[src/rtl/synth_mm_pkg.sv]
// Shared types and address-map constants for the modulation-matrix writer.
package synth_mm_pkg;

   localparam logic [7:0] MM_MAT1_BASE   = 8'h00;
   localparam logic [7:0] MM_MAT2_BASE   = 8'h40;
   localparam logic [7:0] MM_OSCMOD_BASE = 8'h80;
   localparam logic [7:0] MM_OSCFB_BASE  = 8'h84;
   localparam logic [7:0] MM_MODIN_BASE  = 8'h88;
   localparam logic [7:0] MM_FBIN_BASE   = 8'h8C;
   localparam logic [7:0] MM_LAST        = 8'h8F;

   typedef enum logic [2:0] {
      MM_R_MAT1,
      MM_R_MAT2,
      MM_R_OSCMOD,
      MM_R_OSCFB,
      MM_R_MODIN,
      MM_R_FBIN,
      MM_R_NONE
   } mm_region_t;

   typedef enum logic [1:0] {
      MM_IDLE,
      MM_BATCH,
      MM_PENDING
   } mm_state_t;

endpackage

[src/rtl/mm_addr_decode.sv]
// Combinational register-address decoder: byte address -> {region, row, osc}.
// Used by both the write path and the optional readback path.
module mm_addr_decode
   import synth_mm_pkg::*;
#(
   parameter int unsigned O_WIDTH = 2,
   parameter int unsigned R_WIDTH = 4
) (
   input  logic [7:0]         addr,
   output mm_region_t         region,
   output logic [R_WIDTH-1:0] row,
   output logic [O_WIDTH-1:0] osc
);

   assign row = addr[O_WIDTH +: R_WIDTH];
   assign osc = addr[O_WIDTH-1:0];

   // Matrix regions are 64-byte aligned; oscillator regions are 4-byte blocks up to MM_LAST.
   always_comb begin
      region = MM_R_NONE;
      if (addr[7:6] == MM_MAT1_BASE[7:6]) begin
         region = MM_R_MAT1;
      end else if (addr[7:6] == MM_MAT2_BASE[7:6]) begin
         region = MM_R_MAT2;
      end else if (addr >= MM_OSCMOD_BASE && addr <= MM_LAST) begin
         if (addr[3:2] == MM_OSCMOD_BASE[3:2])      region = MM_R_OSCMOD;
         else if (addr[3:2] == MM_OSCFB_BASE[3:2])  region = MM_R_OSCFB;
         else if (addr[3:2] == MM_MODIN_BASE[3:2])  region = MM_R_MODIN;
         else if (addr[3:2] == MM_FBIN_BASE[3:2])   region = MM_R_FBIN;
         else                                       region = MM_R_NONE;
      end
   end

endmodule

[src/rtl/mod_matrix_writer.sv]
// Modulation-matrix coefficient writer: byte writes land in a shadow bank and
// are copied atomically to the live outputs on frame_sync.
// Optional readback port enabled by defining MOD_MATRIX_READBACK_EN.
module mod_matrix_writer
   import synth_mm_pkg::*;
#(
   parameter int unsigned V_OSC    = 4,
   parameter int unsigned O_WIDTH  = 2,
   parameter int unsigned MAT_ROWS = 16
) (
   input  logic                                  sCLK_XVXENVS,
   input  logic                                  reset,
   input  logic                                  wr_valid,
   output logic                                  wr_ready,
   input  logic [7:0]                            wr_addr,
   input  logic [7:0]                            wr_data,
   input  logic                                  batch_begin,
   input  logic                                  batch_end,
   input  logic                                  frame_sync,
   input  logic                                  err_clr,
   output logic [MAT_ROWS-1:0][V_OSC-1:0][7:0]   mat_buf1,
   output logic [MAT_ROWS-1:0][V_OSC-1:0][7:0]   mat_buf2,
   output logic [V_OSC-1:0][7:0]                 osc_mod,
   output logic [V_OSC-1:0][7:0]                 osc_feedb,
   output logic [V_OSC-1:0][7:0]                 osc_mod_in,
   output logic [V_OSC-1:0][7:0]                 osc_feedb_in,
   output logic                                  pending,
   output logic                                  commit_pulse,
   output logic                                  err_addr
`ifdef MOD_MATRIX_READBACK_EN
   ,
   input  logic                                  rd_valid,
   input  logic [7:0]                            rd_addr,
   output logic [7:0]                            rd_data,
   output logic                                  rd_data_valid
`endif
);

   localparam int unsigned R_WIDTH = $clog2(MAT_ROWS);

   mm_state_t state, state_nxt;

   mm_region_t         wr_region;
   logic [R_WIDTH-1:0] wr_row;
   logic [O_WIDTH-1:0] wr_osc;
   logic               wr_fire;
   logic               wr_mapped;
   logic               commit;

   logic [MAT_ROWS-1:0][V_OSC-1:0][7:0] mat1_sh, mat2_sh;
   logic [V_OSC-1:0][7:0]               mod_sh, fb_sh, modin_sh, fbin_sh;

   mm_addr_decode #(.O_WIDTH(O_WIDTH), .R_WIDTH(R_WIDTH)) u_wr_dec (
      .addr   (wr_addr),
      .region (wr_region),
      .row    (wr_row),
      .osc    (wr_osc)
   );

   assign wr_fire   = wr_valid && wr_ready;
   assign wr_mapped = (wr_region != MM_R_NONE);
   assign commit    = (state == MM_PENDING) && frame_sync;

   // Next-state decode; batch_begin takes priority over a same-cycle write in IDLE.
   always_comb begin
      state_nxt = state;
      case (state)
         MM_IDLE: begin
            if (batch_begin)                state_nxt = MM_BATCH;
            else if (wr_fire && wr_mapped)  state_nxt = MM_PENDING;
         end
         MM_BATCH: begin
            if (batch_end)                  state_nxt = MM_PENDING;
         end
         MM_PENDING: begin
            if (frame_sync)                 state_nxt = MM_IDLE;
         end
         default:                           state_nxt = MM_IDLE;
      endcase
   end

   // FSM state and its registered handshake/status outputs.
   always_ff @(posedge sCLK_XVXENVS or posedge reset) begin
      if (reset) begin
         state        <= MM_IDLE;
         wr_ready     <= 1'b0;
         pending      <= 1'b0;
         commit_pulse <= 1'b0;
      end else begin
         state        <= state_nxt;
         wr_ready     <= (state_nxt != MM_PENDING);
         pending      <= (state_nxt == MM_PENDING);
         commit_pulse <= commit;
      end
   end

   // Sticky unmapped-address flag; a new error in the clearing cycle wins.
   always_ff @(posedge sCLK_XVXENVS or posedge reset) begin
      if (reset)                        err_addr <= 1'b0;
      else if (wr_fire && !wr_mapped)   err_addr <= 1'b1;
      else if (err_clr)                 err_addr <= 1'b0;
   end

   // Shadow bank: accepted mapped writes stored verbatim.
   always_ff @(posedge sCLK_XVXENVS or posedge reset) begin
      if (reset) begin
         mat1_sh  <= '0;
         mat2_sh  <= '0;
         mod_sh   <= '0;
         fb_sh    <= '0;
         modin_sh <= '0;
         fbin_sh  <= '0;
      end else if (wr_fire) begin
         case (wr_region)
            MM_R_MAT1:   mat1_sh[wr_row][wr_osc] <= wr_data;
            MM_R_MAT2:   mat2_sh[wr_row][wr_osc] <= wr_data;
            MM_R_OSCMOD: mod_sh[wr_osc]          <= wr_data;
            MM_R_OSCFB:  fb_sh[wr_osc]           <= wr_data;
            MM_R_MODIN:  modin_sh[wr_osc]        <= wr_data;
            MM_R_FBIN:   fbin_sh[wr_osc]         <= wr_data;
            default:     ;
         endcase
      end
   end

   // Live bank: whole-set copy from shadow at the commit edge.
   always_ff @(posedge sCLK_XVXENVS or posedge reset) begin
      if (reset) begin
         mat_buf1     <= '0;
         mat_buf2     <= '0;
         osc_mod      <= '0;
         osc_feedb    <= '0;
         osc_mod_in   <= '0;
         osc_feedb_in <= '0;
      end else if (commit) begin
         mat_buf1     <= mat1_sh;
         mat_buf2     <= mat2_sh;
         osc_mod      <= mod_sh;
         osc_feedb    <= fb_sh;
         osc_mod_in   <= modin_sh;
         osc_feedb_in <= fbin_sh;
      end
   end

`ifdef MOD_MATRIX_READBACK_EN
   mm_region_t         rd_region, rd_region_q;
   logic [R_WIDTH-1:0] rd_row, rd_row_q;
   logic [O_WIDTH-1:0] rd_osc, rd_osc_q;
   logic               rd_valid_q;

   mm_addr_decode #(.O_WIDTH(O_WIDTH), .R_WIDTH(R_WIDTH)) u_rd_dec (
      .addr   (rd_addr),
      .region (rd_region),
      .row    (rd_row),
      .osc    (rd_osc)
   );

   // Two-stage read: register the decoded address, then register the shadow mux.
   always_ff @(posedge sCLK_XVXENVS or posedge reset) begin
      if (reset) begin
         rd_region_q   <= MM_R_NONE;
         rd_row_q      <= '0;
         rd_osc_q      <= '0;
         rd_valid_q    <= 1'b0;
         rd_data       <= '0;
         rd_data_valid <= 1'b0;
      end else begin
         rd_region_q   <= rd_region;
         rd_row_q      <= rd_row;
         rd_osc_q      <= rd_osc;
         rd_valid_q    <= rd_valid;
         rd_data_valid <= rd_valid_q;
         case (rd_region_q)
            MM_R_MAT1:   rd_data <= mat1_sh[rd_row_q][rd_osc_q];
            MM_R_MAT2:   rd_data <= mat2_sh[rd_row_q][rd_osc_q];
            MM_R_OSCMOD: rd_data <= mod_sh[rd_osc_q];
            MM_R_OSCFB:  rd_data <= fb_sh[rd_osc_q];
            MM_R_MODIN:  rd_data <= modin_sh[rd_osc_q];
            MM_R_FBIN:   rd_data <= fbin_sh[rd_osc_q];
            default:     rd_data <= '0;
         endcase
      end
   end
`endif

endmodule

[config.mk]
export PLATFORM = sky130hd
export DESIGN_NAME = mod_matrix_writer
export DESIGN_NICKNAME = d
export VERILOG_FILES = /design/src/rtl/synth_mm_pkg.sv /design/src/rtl/mm_addr_decode.sv /design/src/rtl/mod_matrix_writer.sv
export SDC_FILE = /design/constraint.sdc
export NUM_CORES = 2
export LEC_CHECK = 0
export ABC_CLOCK_PERIOD_IN_PS = 76800
export BUFFER_PORTS_ARGS = -buffer_cell sky130_fd_sc_hd__buf_2
export CORE_UTILIZATION = 42
export DETAILED_ROUTE_END_ITERATION = 8
export PLACE_DENSITY = 0.71
export SLEW_MARGIN = 5
export SYNTH_ARGS = -nofsm -noshare
export SYNTH_HDL_FRONTEND = slang
export SYNTH_SLANG_ARGS = --single-unit
[constraint.sdc]
create_clock -name sCLK_XVXENVS -period 76.8 [get_ports sCLK_XVXENVS]
set_input_delay 3.84 -clock sCLK_XVXENVS [delete_from_list [all_inputs] [get_ports sCLK_XVXENVS]]
set_output_delay 3.84 -clock sCLK_XVXENVS [all_outputs]
set_load 0.1 [all_outputs]
==> results.toml <==
[outcome]
status = "finished, final reports clean"

[layout]
final_layout_size_suffix_gt1_frac = 0.324
final_area_sq_mm = 0.103
syn2layout_area_growth_pct = 18.4
final_common_cell = "nand2_1"
num-fill-cells = 17800
layout_common_cells = "3,493 x nand2_1, 2,310 x dfrtp_1, 1,170 x buf_2, 1,152 x mux2_2, 231 x clkbuf_16"
nets = 8657
multiInputGateArea_sq_mm = 0.0277
seq_area_sq_mm = 0.0578

[place]
place_area_sq_mm = 0.0955
gp_congestion = 0.857
place_hpwl_microns = 175000
io_buffers = 1178

[routing]
drt_iter0_drc = 5511
drtPass1Iterations = 6
post_drt_wl_per_cell_microns = 23.2
dr_total_vias = 59800
viasPerCell = 5.19
ant_nets = 0
wl_microns = 267000
drc_errors = 0

[power]
power_switching_uw = 1200
pwr-share-clk = 0.347
p_leak_uw = 0.0596
seqPwrFrac = 0.421
pwr-share-comb = 0.232
swShare = 0.371
power.density_mw_per_mm2 = 31.4
irDropWorstVdd_mv = 0.0292
p_int_uw = 2040

[sta]
finalSetupViolations = 0
holdWs_ps = 440
max_slew_margin = 0.133
rsz0062_at_grt = "no"
fin_crit_sh = 0.123
maxSlewViolCount = 0
fmax_ghz = 0.106
min_period_ps = 9460
hold_viol = 0
worst_pin_slew_ps = 1300
tns_ps = 0
fin_skew_ps = 35.7

[logic_synthesis]
yosys_warnings = 0
synth_area_leaders = "dfrtp_1 66%, nand2_1 15%, mux2_2 15%"
synth_top_area_cell = "dfrtp_1"
postSynthCellCount = 7571
avgSynthCellArea_sq_um = 11.5
yosysSeqAreaShare = 0.664
synthesis.nets = 7594
synth_cell_type_count = 40
synth-seq-cells = 2310
synth_top_area_frac = 0.664
synthesis.area_sq_mm = 0.0871

[clocking]
ctsHoldBuffers = 0
clk_latency_ps = 860
postCtsSetupBuffers = 0
numCtsBuffers = 226
clk_path_buf_depth = 3
cts_sinks = 2310
tritoncts = "built"
cts_htree_levels = 4
clockRootBuffer = "clkbuf_16"
cts_resized = 0
clk_pin_slew_ps = 60

[hold_path]
min_path_type = "flip-flop to flip-flop"
hp-start = "mat2_sh[113]"

[worst_setup_path]
end_kind = "async pin"
worstSetupPathType = "primary input to async pin"
cp_slowest_stage_delay_ps = 920
worstReg2RegStart = "state[1]"
critical_path.top_delay_family = "buffers and inverters"
crit_top_cell = "buf_4"
cp.required_ps = 77680
worstPathArrival_ps = 10330
crit_buf_inv = 9
cp-startpoint = "reset"
startpoint_type = "primary input"
path_cells = "buf_2, inv_8, buf_12, buf_4, buf_4, buf_4, buf_4, buf_4, buf_4"
critPathSlowestCell = "buf_4"
cp_max_fo = 167

[global_routing]
grt_pass1_vias = 60000
grt_start_max_net_pins = 224
grtUsageTotal = 0.253
grt_pass1_wl_microns = 394000
antenna_found_initial = 19
grt_overflow = 0

[die]
dieHeight_microns = 457
io_pins = 1179
core_sq_mm = 0.205
die_w_microns = 457
start_util = 0.424
num_rows = 166
die_area_sq_mm = 0.209

[job]
drv_cap = 0
==> cells in the mapped netlist <==
| master | count |
|---|---|
| buf_2 | 16 |
| o21a_1 | 1 |
| or4b_1 | 2 |
| nor3_1 | 4 |
| buf_6 | 6 |
| xnor2_1 | 1 |
| o22ai_1 | 1 |
| and4_1 | 1 |
| nor4_1 | 3 |
| nor3_4 | 40 |
| clkbuf_1 | 397 |
| nor4bb_1 | 1 |
| nand3_1 | 64 |
| inv_2 | 1 |
| a21o_1 | 1 |
| or3_1 | 3 |
| a21oi_1 | 1 |
| nor3_2 | 10 |
| dfrtp_1 | 2310 |
| o41ai_4 | 1 |
| nand4_1 | 1 |
| and4b_1 | 2 |
| nor2b_1 | 4 |
| nand2_4 | 1 |
| o41a_1 | 1 |
| buf_4 | 2 |
| nand2_1 | 3496 |
| nand2b_1 | 7 |
| nor2_1 | 20 |
| nand3b_1 | 1 |
| or2_2 | 2 |
| buf_1 | 2 |
| nor2_2 | 7 |
| and3_1 | 1 |
| o21ai_0 | 1 |
| mux2i_1 | 1 |
| mux2_2 | 1152 |
| and2_1 | 1 |
| inv_1 | 3 |
| nand4b_1 | 2 |
==> final cells by class <==
cell class              count  share of cell area
flip-flops and latches   2310               0.560
multi-input cells        4834               0.269
clock buffers             334              0.0652
repair buffers           1258              0.0642
well taps                2688              0.0326
clock inverters            77             0.00851
inverters                   4            0.000291
diodes                     11            0.000267
==> tightest hold or removal path, stage by stage (launching register included) <==
cell and delay, ps:
dfrtp_1 340, nand2_1 50, nand2_1 40
==> worst paths after layout <==
path,end,slack (ps),depth (start not counted)
max,mat2_sh[192],67340,9
min,mat_buf2[113],440,2
max reg2reg,osc_mod[4],71610,8
min reg2reg,mat_buf2[113],440,2
max in group sCLK_XVXENVS,osc_mod[4],68980,9
min in group asynchronous,fbin_sh[9],3120,2
==> per-stage QoR <==
stage	power [uW]	instances	util	setup slack (ps)
after global placement	2130	11100	0.465	66300
after global routing	3340	11500	0.502	66310
after detailed placement	2140	11100	0.465	66130
after CTS	3260	11500	0.502	67080
after floorplan	1980	7571	-	7680
final	3240	11500	0.502	67340
==> power groups by stage <==
stage	logic, uW	registers (uW)	clock network, uW
after CTS	756	1360	1140
after global routing	781	1370	1190
after floorplan	154	1820	0
after detailed placement	754	1380	0
final	751	1360	1120
after global placement	748	1380	0
==> logic make-up (layout without fill, tap and decap cells) <==
kind of cell / after synthesis / after routing / synth area share
compound gates: 7 / 7 / 0.000804
xor+xnor: 1 / 1 / 0.000101
buf+inv: 427 / 1673 / 0.0192
flops: 2310 / 2310 / 0.664
mux: 1153 / 1153 / 0.149
other cells: 0 / 11 / 0
simple gates: 3673 / 3673 / 0.167
==> sequential cells by signal, summed over array words and instances (netlist names), 512 cells and up <==
register,count
mat1_sh,512
mat2_sh,512
mat_buf2,512
mat_buf1,512
==> metal layers <==
metal | part of all wire | wire, microns | vias to the layer above | GRT usage
met5 | 0.000049 | 13 | - | 0
met4 | 0.065 | 17400 | 2 | 0.148
met2 | 0.46 | 124000 | 2113 | 0.396
met3 | 0.068 | 18300 | 577 | 0.0571
met1 | 0.40 | 107000 | 30800 | 0.323
li1 | - | - | 26300 | -
(Power assumes the default switching activity.)
